===== src/rtl/spi_slave_device_if.sv =====
// Bus bundle for the SPI slave: serial pins plus the parallel TX/RX side.
// RX_ACK exists only when SPI_SLAVE_OVERRUN_EN is defined.
interface spi_slave_device_if #(
    parameter int DATA_W = 16
);
    logic              SCK;
    logic              CSbar;
    logic              MOSI;
    logic              MISO;
    logic [DATA_W-1:0] TX_DATA;
    logic              TX_WE;
    logic              TX_READY;
    logic [DATA_W-1:0] RX_DATA;
    logic              RX_VALID;
    logic              ABORT;
    logic              UNDERRUN;
    logic              OVR;
`ifdef SPI_SLAVE_OVERRUN_EN
    logic              RX_ACK;

    modport master (
        output SCK, CSbar, MOSI, TX_DATA, TX_WE, RX_ACK,
        input  MISO, TX_READY, RX_DATA, RX_VALID,
        input  ABORT, UNDERRUN, OVR
    );

    modport slave (
        input  SCK, CSbar, MOSI, TX_DATA, TX_WE, RX_ACK,
        output MISO, TX_READY, RX_DATA, RX_VALID,
        output ABORT, UNDERRUN, OVR
    );
`else
    modport master (
        output SCK, CSbar, MOSI, TX_DATA, TX_WE,
        input  MISO, TX_READY, RX_DATA, RX_VALID,
        input  ABORT, UNDERRUN, OVR
    );

    modport slave (
        input  SCK, CSbar, MOSI, TX_DATA, TX_WE,
        output MISO, TX_READY, RX_DATA, RX_VALID,
        output ABORT, UNDERRUN, OVR
    );
`endif
endinterface


===== src/rtl/spi_slave_device.sv =====
// Oversampled 16-bit SPI slave: MSB first, MOSI on SCK rise, MISO on SCK fall.
// Optional RX overrun tracking (RX_ACK, OVR) under SPI_SLAVE_OVERRUN_EN.
module spi_slave_device #(
    parameter int                DATA_W      = 16,
    parameter int                SYNC_STAGES = 2,
    parameter logic [DATA_W-1:0] TX_IDLE     = '0
) (
    input logic                CLK,
    input logic                RST_N,
    spi_slave_device_if.slave  bus
);
    localparam int CW = $clog2(DATA_W + 1);

    typedef enum logic [1:0] {IDLE, LOAD, SHIFT, DONE} state_t;

    state_t                 state_q, state_d;
    logic [SYNC_STAGES-1:0] sck_sync_q, sck_sync_d;
    logic [SYNC_STAGES-1:0] cs_sync_q, cs_sync_d;
    logic [SYNC_STAGES-1:0] mosi_sync_q, mosi_sync_d;
    logic                   sck_hist_q, sck_hist_d;
    logic                   cs_hist_q, cs_hist_d;
    logic [DATA_W-1:0]      shadow_q, shadow_d;
    logic                   full_q, full_d;
    logic [DATA_W-1:0]      sh_out_q, sh_out_d;
    logic [DATA_W-1:0]      sh_in_q, sh_in_d;
    logic [DATA_W-1:0]      rx_data_q, rx_data_d;
    logic [CW-1:0]          cnt_q, cnt_d;
    logic                   miso_q, miso_d;
    logic                   rx_valid_q, rx_valid_d;
    logic                   abort_q, abort_d;
    logic                   underrun_q, underrun_d;
    logic                   sck_s, cs_s, mosi_s;
    logic                   sck_rise, sck_fall, cs_rise, cs_fall;
    logic [DATA_W-1:0]      load_word;
`ifdef SPI_SLAVE_OVERRUN_EN
    logic                   unread_q, unread_d;
    logic                   ovr_q, ovr_d;
`endif

    assign sck_s    = sck_sync_q[SYNC_STAGES-1];
    assign cs_s     = cs_sync_q[SYNC_STAGES-1];
    assign mosi_s   = mosi_sync_q[SYNC_STAGES-1];
    assign sck_rise = sck_s & ~sck_hist_q;
    assign sck_fall = ~sck_s & sck_hist_q;
    assign cs_rise  = cs_s & ~cs_hist_q;
    assign cs_fall  = ~cs_s & cs_hist_q;
    assign load_word = full_q ? shadow_q : TX_IDLE;

    always_comb begin
        sck_sync_d  = {sck_sync_q[SYNC_STAGES-2:0], bus.SCK};
        cs_sync_d   = {cs_sync_q[SYNC_STAGES-2:0], bus.CSbar};
        mosi_sync_d = {mosi_sync_q[SYNC_STAGES-2:0], bus.MOSI};
        sck_hist_d  = sck_s;
        cs_hist_d   = cs_s;
        state_d     = state_q;
        shadow_d    = shadow_q;
        full_d      = full_q;
        sh_out_d    = sh_out_q;
        sh_in_d     = sh_in_q;
        rx_data_d   = rx_data_q;
        cnt_d       = cnt_q;
        miso_d      = miso_q;
        rx_valid_d  = 1'b0;
        abort_d     = 1'b0;
        underrun_d  = 1'b0;
`ifdef SPI_SLAVE_OVERRUN_EN
        unread_d    = unread_q & ~bus.RX_ACK;
        ovr_d       = 1'b0;
`endif
        unique case (state_q)
            IDLE: begin
                if (cs_fall) state_d = LOAD;
            end
            LOAD: begin
                if (cs_rise) begin
                    state_d = IDLE;
                    abort_d = 1'b1;
                    miso_d  = 1'b0;
                end else begin
                    sh_out_d   = load_word;
                    full_d     = 1'b0;
                    underrun_d = ~full_q;
                    miso_d     = load_word[DATA_W-1];
                    cnt_d      = '0;
                    state_d    = SHIFT;
                end
            end
            SHIFT: begin
                if (cs_rise) begin
                    state_d = IDLE;
                    abort_d = 1'b1;
                    miso_d  = 1'b0;
                end else if (cnt_q == CW'(DATA_W)) begin
                    state_d    = DONE;
                    rx_data_d  = sh_in_q;
                    rx_valid_d = 1'b1;
                    miso_d     = 1'b0;
`ifdef SPI_SLAVE_OVERRUN_EN
                    ovr_d      = unread_q & ~bus.RX_ACK;
                    unread_d   = 1'b1;
`endif
                end else if (sck_rise) begin
                    sh_in_d = {sh_in_q[DATA_W-2:0], mosi_s};
                    cnt_d   = cnt_q + CW'(1);
                end else if (sck_fall && cnt_q != '0) begin
                    sh_out_d = {sh_out_q[DATA_W-2:0], 1'b0};
                    miso_d   = sh_out_q[DATA_W-2];
                end
            end
            DONE: begin
                // zero-fill until the master releases CSbar
                miso_d = 1'b0;
                if (cs_rise) state_d = IDLE;
            end
            default: state_d = IDLE;
        endcase
        // a write in the LOAD cycle lands after the old word was taken
        if (bus.TX_WE) begin
            shadow_d = bus.TX_DATA;
            full_d   = 1'b1;
        end
    end

    always_ff @(posedge CLK or negedge RST_N) begin
        if (!RST_N) begin
            state_q     <= IDLE;
            sck_sync_q  <= '0;
            cs_sync_q   <= '1;
            mosi_sync_q <= '0;
            sck_hist_q  <= 1'b0;
            cs_hist_q   <= 1'b1;
            shadow_q    <= '0;
            full_q      <= 1'b0;
            sh_out_q    <= '0;
            sh_in_q     <= '0;
            rx_data_q   <= '0;
            cnt_q       <= '0;
            miso_q      <= 1'b0;
            rx_valid_q  <= 1'b0;
            abort_q     <= 1'b0;
            underrun_q  <= 1'b0;
`ifdef SPI_SLAVE_OVERRUN_EN
            unread_q    <= 1'b0;
            ovr_q       <= 1'b0;
`endif
        end else begin
            state_q     <= state_d;
            sck_sync_q  <= sck_sync_d;
            cs_sync_q   <= cs_sync_d;
            mosi_sync_q <= mosi_sync_d;
            sck_hist_q  <= sck_hist_d;
            cs_hist_q   <= cs_hist_d;
            shadow_q    <= shadow_d;
            full_q      <= full_d;
            sh_out_q    <= sh_out_d;
            sh_in_q     <= sh_in_d;
            rx_data_q   <= rx_data_d;
            cnt_q       <= cnt_d;
            miso_q      <= miso_d;
            rx_valid_q  <= rx_valid_d;
            abort_q     <= abort_d;
            underrun_q  <= underrun_d;
`ifdef SPI_SLAVE_OVERRUN_EN
            unread_q    <= unread_d;
            ovr_q       <= ovr_d;
`endif
        end
    end

    assign bus.MISO     = miso_q;
    assign bus.TX_READY = ~full_q;
    assign bus.RX_DATA  = rx_data_q;
    assign bus.RX_VALID = rx_valid_q;
    assign bus.ABORT    = abort_q;
    assign bus.UNDERRUN = underrun_q;
`ifdef SPI_SLAVE_OVERRUN_EN
    assign bus.OVR      = ovr_q;
`else
    assign bus.OVR      = 1'b0;
`endif
endmodule


===== src/flat_wrapper.sv =====
// flat-port wrapper written by rule: the top's interface ports become plain ports
module spi_slave_device_flat 
#(
    parameter int                DATA_W      = 16,
    parameter int                SYNC_STAGES = 2,
    parameter logic [DATA_W-1:0] TX_IDLE     = '0
)
  (CLK, RST_N, bus_SCK, bus_CSbar, bus_MOSI, bus_TX_DATA, bus_TX_WE, bus_MISO, bus_TX_READY, bus_RX_DATA, bus_RX_VALID, bus_ABORT, bus_UNDERRUN, bus_OVR);
  spi_slave_device_if #(.DATA_W(DATA_W)) bus_i ();
  input logic CLK;
  input logic RST_N;
  input wire logic [$bits(bus_i.SCK)-1:0] bus_SCK;
  input wire logic [$bits(bus_i.CSbar)-1:0] bus_CSbar;
  input wire logic [$bits(bus_i.MOSI)-1:0] bus_MOSI;
  input wire logic [$bits(bus_i.TX_DATA)-1:0] bus_TX_DATA;
  input wire logic [$bits(bus_i.TX_WE)-1:0] bus_TX_WE;
  output wire logic [$bits(bus_i.MISO)-1:0] bus_MISO;
  output wire logic [$bits(bus_i.TX_READY)-1:0] bus_TX_READY;
  output wire logic [$bits(bus_i.RX_DATA)-1:0] bus_RX_DATA;
  output wire logic [$bits(bus_i.RX_VALID)-1:0] bus_RX_VALID;
  output wire logic [$bits(bus_i.ABORT)-1:0] bus_ABORT;
  output wire logic [$bits(bus_i.UNDERRUN)-1:0] bus_UNDERRUN;
  output wire logic [$bits(bus_i.OVR)-1:0] bus_OVR;
  assign bus_i.SCK = bus_SCK;
  assign bus_i.CSbar = bus_CSbar;
  assign bus_i.MOSI = bus_MOSI;
  assign bus_i.TX_DATA = bus_TX_DATA;
  assign bus_i.TX_WE = bus_TX_WE;
  assign bus_MISO = bus_i.MISO;
  assign bus_TX_READY = bus_i.TX_READY;
  assign bus_RX_DATA = bus_i.RX_DATA;
  assign bus_RX_VALID = bus_i.RX_VALID;
  assign bus_ABORT = bus_i.ABORT;
  assign bus_UNDERRUN = bus_i.UNDERRUN;
  assign bus_OVR = bus_i.OVR;
  spi_slave_device #(.DATA_W(DATA_W), .SYNC_STAGES(SYNC_STAGES), .TX_IDLE(TX_IDLE)) u_core (.CLK(CLK), .RST_N(RST_N), .bus(bus_i));
endmodule

===== config.mk =====
export PLATFORM = sky130hd
export DESIGN_NAME = spi_slave_device_flat
export DESIGN_NICKNAME = d
export VERILOG_FILES = /design/src/rtl/spi_slave_device_if.sv /design/src/rtl/spi_slave_device.sv /design/src/flat_wrapper.sv
export SDC_FILE = /design/constraint.sdc
export NUM_CORES = 1
export LEC_CHECK = 0
export ABC_AREA = 1
export CORE_MARGIN = 2
export CORE_UTILIZATION = 46
export CTS_BUF_LIST = sky130_fd_sc_hd__clkbuf_4 sky130_fd_sc_hd__clkbuf_8
export DETAILED_ROUTE_END_ITERATION = 16
export GPL_TIMING_DRIVEN = 0
export PLACE_DENSITY_LB_ADDON = 0.25
export SETUP_SLACK_MARGIN = 0.1
export SLEW_MARGIN = 20
export SYNTH_ARGS = -nofsm -noshare
export SYNTH_HDL_FRONTEND = slang
export SYNTH_SLANG_ARGS = --single-unit

===== constraint.sdc =====
create_clock -name CLK -period 1.85 [get_ports CLK]
set_input_delay 0.37 -clock CLK [delete_from_list [all_inputs] [get_ports CLK]]
set_output_delay 0.37 -clock CLK [all_outputs]
set_load 0.01 [all_outputs]

Yosys cells after proc, flatten, opt, wreduce, memory -nomap -nowiden

Cells that the tools add are included.

Input port bits: 22
Flip-flop bits (word level): 83
Logic and storage cells: 92
Output and inout port bits: 22

Add/sub/neg operators: 1
Eq/ne operators: 16
Bitwise operators: 11
Reductions and logical operators: 14
Muxes and demuxes: 34

Operators with widths:

| cell                  | number |
|---|---|
| $mux W15              | 5 |
| $pmux W15 S2          | 1 |
| $mux W5               | 4 |
| $mux W16              | 1 |
| $mux W1               | 15 |
| $mux W2               | 5 |
| $ne A2 B2 Y1 const B  | 5 |
| $pmux W5 S2           | 1 |
| $reduce_and A3 Y1     | 3 |
| $ne A2 B1 Y1 const B  | 4 |
| $pmux W2 S4           | 1 |
| $not A1 Y1            | 7 |
| $reduce_and A6 Y1     | 1 |
| $add A5 B1 Y5 const B | 1 |
| $eq A5 B5 Y1 const B  | 1 |
| $reduce_and A5 Y1     | 1 |
| $reduce_bool A5 Y1    | 1 |
| $and A1 B1 Y1         | 4 |
| $eq A2 B2 Y1 const B  | 2 |
| $ne A4 B1 Y1 const B  | 1 |
| $ne A4 B4 Y1 const B  | 1 |
| $reduce_and A4 Y1     | 1 |
| $reduce_bool A2 Y1    | 2 |
| $ne A3 B1 Y1 const B  | 1 |
| 7 further kinds       | 7 |

Logic depth before layout (Yosys ltp)

Gate-level depths: netlist of run 1.

Word-level depth: 8
Gate-level depth with buffers: 10

Worst setup path after synthesis of run 1

OpenSTA, ideal clock, no wires.

Path kind: reg2reg
From: register u_core.state_q[0]
To: register u_core.cnt_q[0]
Period minus slack after synthesis: 1.532 ns
Setup time: 0.117 ns
Path slack: 0.318 ns
Buffers on the path: 1
Stages on the path, launching flop included: 10
Data required time: 1.733 ns
Arrival time: 1.415 ns
Cell sequence: dfrtp_1 inv_1 ha_1 buf_4 nand2_1 nand3_1 nor2_1 inv_1 nand2_1 nand2_1

Longest elaborated chain between the ends: 3
Elaborated cells between the ends (all ways): 9
Classes of those cells: eq/ne: 6; mux: 1; reduce/logical: 2

RTL lines:

| what                                                        | RTL line                | RTL |
|---|---|---|
| start, declared                                             | spi_slave_device.sv:16  | `state_t state_q, state_d;` |
| start signal, assigned                                      | spi_slave_device.sv:147 | `state_q <= state_d;` |
| $eq A2 B2 Y1 / $eq A2 B1 Y1 (equally long branches)         | spi_slave_device.sv:70  | `unique case (state_q)` |
| $ne A2 B1 Y1 (no source line), or another cell as far along | n/a                     |  |
| $reduce_and A5 Y1 (no source line)                          | n/a                     |  |
| end signal, assigned                                        | spi_slave_device.sv:158 | `cnt_q <= cnt_d;` |
| end, declared                                               | spi_slave_device.sv:27  | `logic [CW-1:0] cnt_q, cnt_d;` |

Parallel ways exist; a longest one is shown, timed or not.
A chain may end at the register's enable or synchronous reset.

Worst setup path after layout of run 1

From: register u_core.state_q[0]
To: register u_core.rx_data_q[11], in the netlist u_core.bus.RX_DATA[11]

Longest elaborated chain between the ends: 2

RTL lines:

| what                               | RTL line                | RTL |
|---|---|---|
| $eq A2 B2 Y1                       | spi_slave_device.sv:70  |  |
| $reduce_and A3 Y1 (no source line) | n/a                     |  |
| end signal, assigned               | spi_slave_device.sv:157 | `rx_data_q <= rx_data_d;` |
| end, declared                      | spi_slave_device.sv:26  | `logic [DATA_W-1:0] rx_data_q, rx_data_d;` |

Every way passes these cells.

==> impl_metrics.json, run 1 <==
{
  "status": "finished, final reports clean",
  "yosysTopAreaCellShare_pct": 55.59,
  "initial_utilization_pct": 47.09,
  "yosys_warnings": 0,
  "setup_tns_ns": 0,
  "cellPowerDensity_mw_per_mm2": 1123,
  "fin_crit_ns": 1.652,
  "final-setup-viol-count": 0,
  "worst_setup_path_start_kind": "flop",
  "grt_max_degree": 50,
  "rows": 32,
  "grt_pass1_vias": 2502,
  "numCtsBuffers": 9,
  "syn_area_per_cell_um2": 9.093,
  "p_int_mw": 3.259,
  "clkLatencyLatePin_ns": 0.36,
  "first_pass_iters": 4,
  "drt_iter0_drc": 119,
  "pre_cts_ws_ns": 0.06732,
  "drc": 0,
  "layout_common_cells": "108 x nand2_1, 80 x dfrtp_1, 46 x o21ai_0, 45 x inv_1, 40 x clkdlybuf4s50_1",
  "yosys.area.top_type": "dfrtp_1",
  "worstPathArrival_ns": 1.94,
  "gp_congestion": 0.7744,
  "cp-end-kind": "flop",
  "vias": 2696,
  "max-vdd-ir-drop_mv": 0.4881,
  "clockRootBuffer": "clkbuf_8",
  "fin_nets": 485,
  "stdcell_count": 563,
  "yosys.area_share.simple_pct": 20.26,
  "areaGrowthSynthToFinish_pct": 24.77,
  "switchingPower_mw": 1.788,
  "vias_per_cell": 4.789,
  "die_area_mm2": 0.008552,
  "total_power_mw": 5.047,
  "synth_top_family_by_area": "simple AND/OR/NAND/NOR gates",
  "power_leakage_nw": 2.163,
  "grt_setup_unrepaired": "false",
  "cts_tree": "yes",
  "io_buffers": 42,
  "syn_area_mm2": 0.003601,
  "diodes": 0,
  "dpl.cell_count": 541,
  "synth_compound_area_share_pct": 10.11,
  "power.share.sequential_pct": 44.0,
  "grt_usage_pct": 17.14,
  "pwr-share-clk_pct": 26.1,
  "drive_gt1_share_pct": 13.02,
  "overflow": 0,
  "fin_ws_ns": 0.1977,
  "timing.critical_path.required_ns": 2.14,
  "final_util_pct": 58.75,
  "finalHoldViolCount": 0,
  "synth_cells": 396,
  "synth_area_leaders": "dfrtp_1 56%, nand2_1 11%, o21ai_0 6.5%",
  "report.final.slew_viol_count": 0,
  "synth_fa_ha_area_share_pct": 2.432,
  "synth.area.mux_share_pct": 0.3127,
  "crit_type": "flop to flop",
  "ant_nets": 0,
  "syn_nets": 425,
  "grt_pass1_wl_um": 11490,
  "combPwrFrac_pct": 29.9,
  "core-area_mm2": 0.007647,
  "fmax_mhz": 605.2,
  "crit_fanout": 10,
  "fp.dieW_um": 92.48,
  "dp_hpwl_um": 4681,
  "fin_crit_sh_pct": 89.31,
  "boundaryPins": 44,
  "cts.sinks": 83,
  "path_clk_slew_ns": 0.09,
  "synth-seq-cells": 83,
  "swShare_pct": 35.42,
  "skew_ns": 0.009692,
  "htreeDepth": 3,
  "clock_path_buffers": 2,
  "synth-seq-area-share_pct": 57.78,
  "layout_commonest_cell": "nand2_1",
  "synthDistinctLibCells": 31,
  "cap_violations": 0,
  "routedWlPerCell_um": 11.92,
  "synth_xor_area_share_pct": 0.7297,
  "antenna_found_initial": 0,
  "min_path_type": "flop to flop",
  "drt_wl_total_um": 6709,
  "fp.dieH_um": 92.48
}
metrics by stage:
step / hold slack (ns) / cell area (um2)
2_1_floorplan: 0.07441 / 3601
3_5_place_dp: 0.3371 / 4174
6_report: 0.3468 / 4493
5_1_grt: 0.3588 / 4493
4_1_cts: 0.3544 / 4397
3_3_place_gp: 0.3422 / 4149
layer usage:
layer	vias up	track usage [%]	wire, um
met5	-	0	0
met4	0	8.582	155
met3	11	3.417	214
met2	42	26.76	3136
met1	1286	22.87	3202
li1	1357	-	-
cell usage after synthesis:
cell / instances
inv_2: 3
a21oi_4: 1
ha_1: 7
inv_1: 47
xor2_1: 2
nand4_1: 3
conb_1: 1
nand2_4: 2
dfstp_2: 3
nor2_2: 2
buf_4: 4
o21ai_0: 47
nor2_1: 26
a21oi_2: 4
xnor2_1: 1
nand3b_1: 1
dfrtp_1: 80
a21oi_1: 12
buf_2: 3
nand2_1: 108
mux2_2: 1
clkbuf_1: 4
buf_6: 4
nand4_2: 1
o21ai_1: 2
nor3_1: 1
o21bai_1: 1
nand3_4: 1
nand3_1: 22
nor2_8: 1
clkbuf_2: 1
power groups by stage:
stage | registers (mW) | clock network [mW] | logic (mW)
floorplan | 2.22 | 0 | 1.03
global placement | 2.24 | 0 | 1.40
detailed placement | 2.24 | 0 | 1.44
CTS | 2.21 | 1.35 | 1.45
global route | 2.25 | 1.46 | 1.74
finish | 2.22 | 1.32 | 1.51
registers in the layout (all words and copies together) (netlist names):
| register | cells |
|---|---|
| u_core.sck_sync_q | 2 |
| u_core.bus.ABORT | 1 |
| u_core.bus.MISO | 1 |
| u_core.state_q | 2 |
| u_core.bus.UNDERRUN | 1 |
| u_core.cs_hist_q | 1 |
| u_core.shadow_q | 16 |
| u_core.mosi_sync_q | 2 |
| u_core.cnt_q | 5 |
| u_core.sck_hist_q | 1 |
| u_core.cs_sync_q | 2 |
| u_core.bus.RX_DATA | 16 |
| u_core.sh_out_q | 15 |
| u_core.sh_in_q | 16 |
| u_core.bus.RX_VALID | 1 |
| u_core.full_q | 1 |
cell families (layout without fill, tap and decap cells):
| family | after synthesis | after routing |
|---|---|---|
| xor gates and xnor gates | 3 | 3 |
| other | 1 | 1 |
| muxes | 1 | 1 |
| AOI/OAI and AO/OA | 67 | 67 |
| buffers and inverters | 66 | 131 |
| adders and majority gates | 7 | 7 |
| and+or+nand+nor | 168 | 168 |
| DFF | 83 | 83 |
worst paths after layout:
path / startpoint / end / cells after the start / slack [ns]
min in group asynchronous: RST_N / u_core.bus.ABORT / 2 / 0.50
max in group asynchronous: RST_N / u_core.sh_out_q[10] / 3 / 0.77
worst min-delay path: u_core.mosi_sync_q[0] / u_core.mosi_sync_q[1] / 0 / 0.35
worst max-delay path: u_core.state_q[0] / u_core.bus.RX_DATA[11] / 9 / 0.20
worst min register to register: u_core.mosi_sync_q[0] / u_core.mosi_sync_q[1] / 0 / 0.35
worst max register to register: u_core.state_q[0] / u_core.bus.RX_DATA[11] / 9 / 0.20
cell type report:
class / instances / area, um2
fill: 679 / 3154
sequential: 83 / 2081
multi-input combinational: 247 / 1255
timing repair buffer: 49 / 509.2
inverter: 50 / 195.2
tap: 102 / 127.6
clock buffer: 9 / 123.9
buffer: 16 / 123.9
clock inverter: 7 / 77.57
critical path, cell delays in order, from the launching register on:
cell and delay (ns):
dfrtp_1 0.42, inv_2 0.12, ha_4 0.17, inv_4 0.06, a21oi_4 0.21, inv_4 0.08
nor2_8 0.18, buf_8 0.16, nor2_1 0.04, a21oi_1 0.12
what timing repair did:
| item | in CTS | in global routing |
|---|---|---|
| endpoints found under the setup margin | 20 | 45 |
| pin swaps | 0 | 1 |
| hold buffers | 1 | 0 |
| gates resized for setup | 6 | 13 |
| hold endpoints to repair | 31 | 0 |
| buffers inserted | 0 | 4 |
| cloned | 0 | 1 |
Power figures use the tool's default switching activity.
==> run 2: changes to the inputs <==
--- a/config.mk
+++ b/config.mk
@@ -6,8 +6,10 @@
 export NUM_CORES = 1
 export LEC_CHECK = 0
 export ABC_AREA = 1
+export CELL_PAD_IN_SITES_DETAIL_PLACEMENT = 1
+export CELL_PAD_IN_SITES_GLOBAL_PLACEMENT = 1
 export CORE_MARGIN = 2
-export CORE_UTILIZATION = 46
+export CORE_UTILIZATION = 44
 export CTS_BUF_LIST = sky130_fd_sc_hd__clkbuf_4 sky130_fd_sc_hd__clkbuf_8
 export DETAILED_ROUTE_END_ITERATION = 16
 export GPL_TIMING_DRIVEN = 0
==> run 2 against run 1 <==
Compared with the run above:
- global-route usage is 2.7 points higher
- critical path depth stayed put
- die area is 4.4% higher
- sequential share of layout area is 1.1 points lower
- routed wire length is 27% higher
- core utilization is 0.096 points lower
- cell count is 1.1% higher
- clock power is 3% higher
- clock-buffer cell count is 3 higher
- non-clock buffer count is 6 higher
- clock skew is 0.00077 ns lower
- sequential power hardly changed
==> impl_metrics.json, run 2 (same netlist as run 1, synthesis figures left out) <==
{
  "antenna_found_initial": 0,
  "setup_tns_ns": 0,
  "htreeDepth": 3,
  "regArea_mm2": 0.002081,
  "status": "finished, final reports clean",
  "final_util_pct": 58.66,
  "report.final.slew_viol_count": 0,
  "final_area_mm2": 0.004603,
  "drc": 0,
  "r2r_cells": 9,
  "core-area_mm2": 0.007848,
  "timing.critical_path.required_ns": 2.11,
  "finalHoldViolCount": 0,
  "final-setup-viol-count": 0,
  "cts.sinks": 83,
  "vias": 2827,
  "drt_iter0_drc": 104,
  "clock_path_buffers": 2,
  "ant_nets": 0,
  "placed_cell_area_mm2": 0.004174,
  "boundaryPins": 44,
  "cp-end-kind": "flop",
  "routedWlPerCell_um": 14.95,
  "power_leakage_nw": 2.216,
  "drt_wl_total_um": 8506,
  "layout_commonest_cell": "nand2_1",
  "nFillCells": 905,
  "grt_pass1_vias": 2886,
  "overflow": 0,
  "drive_gt1_share_pct": 16.27,
  "fp.dieW_um": 94.47,
  "clkLatencyLatePin_ns": 0.35,
  "diodes": 0,
  "whs_path_depth": 0,
  "path_clk_slew_ns": 0.08,
  "cap_violations": 0,
  "pre_cts_ws_ns": -0.08212,
  "vias_per_cell": 4.968,
  "max-vdd-ir-drop_mv": 0.4638,
  "cellPowerDensity_mw_per_mm2": 1147,
  "crit_type": "flop to flop",
  "grt_setup_unrepaired": "true",
  "layout_common_cells": "108 x nand2_1, 80 x dfrtp_1, 45 x inv_1, 44 x o21ai_0, 40 x clkdlybuf4s50_1",
  "io_buffers": 42,
  "gp_congestion": 0.7892,
  "fp.dieH_um": 94.47,
  "skew_ns": 0.008927,
  "grt_usage_pct": 19.83,
  "crit_fanout": 7,
  "min_path_type": "flop to flop",
  "fin_crit_ns": 1.731,
  "initial_utilization_pct": 45.89,
  "numCtsBuffers": 9,
  "cts_tree": "yes",
  "multi_input_area_mm2": 0.001282,
  "fin_ws_ns": 0.1187,
  "first_pass_iters": 4,
  "die_area_mm2": 0.008924,
  "areaGrowthSynthToFinish_pct": 27.83,
  "fin_crit_sh_pct": 93.58,
  "fmax_mhz": 577.6,
  "dp_hpwl_um": 5553,
  "fin_nets": 491,
  "clockRootBuffer": "clkbuf_8",
  "grt_max_degree": 51,
  "rows": 32,
  "worstPathArrival_ns": 1.99,
  "worst_setup_path_start_kind": "flop",
  "grt_pass1_wl_um": 13710
}
run 2: stage by stage:
stage / power (mW) / cells / hold slack (ns)
after global placement: 3.688 / 540 / 0.3337
after detailed placement: 3.752 / 541 / 0.3364
after floorplan: 3.251 / 396 / 0.07441
after global routing: 5.664 / 569 / 0.3598
after CTS: 5.220 / 560 / 0.3556
final: 5.281 / 569 / 0.3512
run 2: power breakdown:
part / switching (mW) / internal [mW] / total (mW)
combinational: 1.06 / 0.634 / 1.70
clock: 0.632 / 0.730 / 1.36
sequential: 0.148 / 2.07 / 2.22
run 2: cell type report:
type | instances | share of cell area [%]
plain buffers | 16 | 2.827
multi-input cells | 247 | 27.86
flip-flops and latches | 83 | 45.20
clock inverters | 4 | 1.033
well taps | 102 | 2.772
repair buffers | 55 | 12.42
inverters | 50 | 4.295
clock buffers | 12 | 3.588
run 2: worst paths after layout:
kind                                 startpoint                     to  slack, ns
setup / recovery              u_core.state_q[0]  u_core.bus.RX_DATA[7]       0.12
hold / removal             u_core.sck_sync_q[0]   u_core.sck_sync_q[1]       0.35
setup reg to reg              u_core.state_q[0]  u_core.bus.RX_DATA[7]       0.12
hold reg to reg            u_core.sck_sync_q[0]   u_core.sck_sync_q[1]       0.35
max in group asynchronous                 RST_N    u_core.cs_sync_q[0]       0.70
min in group asynchronous                 RST_N      u_core.state_q[0]       0.52
run 2: what timing repair did:
item                                    CTS  global route
gates cloned                              0             2
gates resized for setup                  13            20
endpoints found under the hold margin    33             0
setup buffers                             2             7
pin swaps                                 0             1
endpoints found under the setup margin   46            48
hold buffers                              1             0
run 2: worst max-delay path: stages (launching register included):
cell and delay, ns:
dfrtp_1 0.42, inv_2 0.12, ha_4 0.20, inv_8 0.05
a21oi_4 0.20, inv_4 0.08, nor2_8 0.22, buf_8 0.16
nor2_2 0.04, a21oi_1 0.15
run 2: metal layers:
layer	GRT usage (%)	wire, um	up-vias
li1	-	-	1375
met1	24.54	3779	1381
met2	34.82	4317	61
met3	5.507	322	10
met4	4.227	87	0
met5	0	0	-
==> run 3: changes to the inputs <==
--- a/config.mk
+++ b/config.mk
@@ -5,11 +5,10 @@
 export SDC_FILE = /design/constraint.sdc
 export NUM_CORES = 1
 export LEC_CHECK = 0
-export ABC_AREA = 1
 export CELL_PAD_IN_SITES_DETAIL_PLACEMENT = 1
 export CELL_PAD_IN_SITES_GLOBAL_PLACEMENT = 1
 export CORE_MARGIN = 2
-export CORE_UTILIZATION = 44
+export CORE_UTILIZATION = 46
 export CTS_BUF_LIST = sky130_fd_sc_hd__clkbuf_4 sky130_fd_sc_hd__clkbuf_8
 export DETAILED_ROUTE_END_ITERATION = 16
 export GPL_TIMING_DRIVEN = 0
==> run 3 against run 2 <==
Compared with the run above:
- hold slack improved by 0.0097 ns
- largest power group unchanged
- clock skew down 0.0015 ns
- core utilization grew 3.2 points
- critical endpoint is now u_core.sh_out_q[6]
- sequential share of layout area grew 0.93 points
- sequential power rose by 2%
- first-iteration DRC count is 18% lower
- the flow now finishes with violations (setup timing)
- non-clock buffer count is 1 higher
- global-route usage decreased by 1.7 points
- maximum frequency decreased by 10%
- die area is 7.0% lower
- largest cell class unchanged
==> impl_metrics.json, run 3 <==
{
  "synth_ff_type": "dfrtp_1",
  "yosys.area.top_type": "dfrtp_1",
  "numCtsBuffers": 9,
  "cap_violations": 0,
  "drt_iter0_drc": 85,
  "finalHoldViolCount": 0,
  "clkLatencyLatePin_ns": 0.35,
  "first_pass_iters": 4,
  "timing.critical_path.required_ns": 2.09,
  "rows": 31,
  "pre_cts_ws_ns": -0.3069,
  "power_leakage_nw": 2.131,
  "fin_crit_sh_pct": 104.2,
  "r2r_cells": 7,
  "grt_setup_unrepaired": "true",
  "worstHoldStart": "u_core.cs_sync_q[0]",
  "synth_most_common_cell": "dfrtp_1",
  "grt_max_degree": 57,
  "syn_nets": 271,
  "min_path_type": "flop to flop",
  "synthDistinctLibCells": 37,
  "async_flop_share_pct": 100.0,
  "overflow": 0,
  "pwr-share-clk_pct": 26.1,
  "synth-seq-cells": 83,
  "gp_congestion": 0.7600,
  "cp_top_family": "simple AND/OR/NAND/NOR gates",
  "grt.busiest_layer": "met2",
  "violations": "setup timing",
  "cp-end-kind": "flop",
  "combPwrFrac_pct": 29.9,
  "hold_end": "u_core.cs_sync_q[1]",
  "final-setup-viol-count": 16,
  "synth_area_leaders": "dfrtp_1 57%, mux2_2 17%, mux2_4 3.9%",
  "cp_slowest_stage_delay_ns": 0.41,
  "boundaryPins": 44,
  "dp_hpwl_um": 4675,
  "vias_per_cell": 5.230,
  "stdcell_count": 417,
  "syn_area_mm2": 0.003490,
  "swShare_pct": 29.80,
  "path_clk_slew_ns": 0.09,
  "diodes": 0,
  "cp_cell_sequence": "inv_1 > ha_2 > nor3b_4 > or3b_4 > a2bb2oi_4 > clkbuf_16 > mux2_4",
  "power.share.sequential_pct": 44.0,
  "placed_cell_area_mm2": 0.004063,
  "die_area_mm2": 0.008299,
  "report.final.slew_viol_count": 0,
  "io_buffers": 41,
  "drc": 0,
  "skew_ns": 0.007385,
  "htreeDepth": 3,
  "synth-seq-area-share_pct": 59.63,
  "p_int_mw": 3.628,
  "clock_path_buffers": 2,
  "total_power_mw": 5.168,
  "cts_tree": "yes",
  "grtUsageMet3_pct": 2.573,
  "hold_ws_ns": 0.3609,
  "max-vdd-ir-drop_mv": 0.5302,
  "synth-edff-count": 0,
  "fin_ws_ns": -0.07721,
  "cp_slowest_cell": "or3b_4",
  "use_met1_pct": 23.34,
  "initial_utilization_pct": 47.86,
  "rrSetupSlack_ns": -0.08,
  "clockRootBuffer": "clkbuf_8",
  "ys_top_cells_by_count": "80 x dfrtp_1, 54 x mux2_2, 14 x a22o_1",
  "fmax_mhz": 518.9,
  "final_area_mm2": 0.004511,
  "fin_crit_ns": 1.927,
  "cellPowerDensity_mw_per_mm2": 1146,
  "crit_fanout": 5,
  "final_util_pct": 61.86,
  "areaGrowthSynthToFinish_pct": 29.26,
  "layout_commonest_cell": "dfrtp_1",
  "crit_type": "flop to flop",
  "whs_path_depth": 0,
  "rr_startpoint": "u_core.cnt_q[1]",
  "worst_pin_slew_ns": 0.5880,
  "r2r-end": "u_core.sh_out_q[6]",
  "routedWlPerCell_um": 16.81,
  "antenna_found_initial": 0,
  "slew_headroom_pct": 60.80,
  "syn_area_per_cell_um2": 14.42,
  "setup_tns_ns": -0.7413,
  "drt_wl_total_um": 7011,
  "yosysTopAreaCellShare_pct": 57.37,
  "synth_cells": 242,
  "dpl.cell_count": 383,
  "vias": 2181,
  "grt_pass1_wl_um": 11710,
  "grt_pass1_vias": 2377,
  "fp.dieH_um": 91.10,
  "fin_nets": 342,
  "grt_usage_pct": 18.08,
  "fp.dieW_um": 91.10,
  "core-area_mm2": 0.007292,
  "critPathBufInv": 2,
  "cts.sinks": 83,
  "drive_gt1_share_pct": 38.36,
  "worst_setup_path_start_kind": "flop",
  "ant_nets": 0,
  "yosys_warnings": 0,
  "layout_common_cells": "80 x dfrtp_1, 51 x mux2_2, 39 x clkdlybuf4s50_1, 17 x buf_4, 14 x a22o_1",
  "worstPathArrival_ns": 2.16,
  "grtUsageMet2_pct": 30.25,
  "switchingPower_mw": 1.540,
  "status": "finished, violations left"
}
-- run 3: cells by family (layout without fill, tap and decap cells) --
logic type	after synthesis	count (layout)	synth area share, %
adders and majority gates	7	7	2.510
DFF	83	83	59.63
other	1	1	0.1075
and+or+nand+nor	36	36	5.845
muxes	65	65	21.87
buffers and inverters	21	97	2.761
AOI/OAI and AO/OA	29	29	7.278
-- run 3: what timing repair did --
| item | 4_1_cts | 5_1_grt |
|---|---|---|
| gates cloned | 1 | 0 |
| pin swaps | 1 | 3 |
| setup buffers | 10 | 7 |
| endpoints found under the hold margin | 27 | 0 |
| hold buffers | 1 | 0 |
| endpoints found under the setup margin | 50 | 42 |
| gates resized for setup | 17 | 14 |
-- run 3: routing by layer --
| metal | up-vias | part of all wire [%] |
|---|---|---|
| li1 | 1013 | - |
| met1 | 1133 | 45 |
| met2 | 28 | 52 |
| met3 | 7 | 2.1 |
| met4 | 0 | 1.6 |
| met5 | - | 0 |
-- run 3: worst max-delay path by stage --
stage                 startpoint                     to  slack (ns)  depth (start not counted)
2_1_floorplan    u_core.cnt_q[1]    u_core.sh_out_q[10]       -0.03                          7
3_3_place_gp               RST_N  u_core.bus.RX_DATA[7]       -2.51                          1
3_5_place_dp   u_core.state_q[0]     u_core.sh_out_q[9]       -0.31                          7
4_1_cts          u_core.cnt_q[1]     u_core.sh_out_q[9]       -0.04                          7
5_1_grt          u_core.cnt_q[1]     u_core.sh_out_q[6]       -0.14                          7
6_report         u_core.cnt_q[1]     u_core.sh_out_q[6]       -0.08                          7
-- run 3: final cells by class --
cell class | instances | area, um2
fillers | 720 | 2781
flip-flops and latches | 83 | 2081
multi-input cells | 138 | 1374
repair buffers | 60 | 604.3
clock buffers | 9 | 123.9
well taps | 99 | 123.9
plain buffers | 12 | 88.84
clock inverters | 7 | 81.33
inverters | 9 | 33.78
-- run 3: power by group through the flow --
stage	sequential [mW]	combinational [mW]	clock, mW
floorplan	2.25	0.956	0
global placement	2.29	1.24	0
detailed placement	2.30	1.29	0
CTS	2.27	1.47	1.39
global route	2.31	1.68	1.47
finish	2.27	1.54	1.35
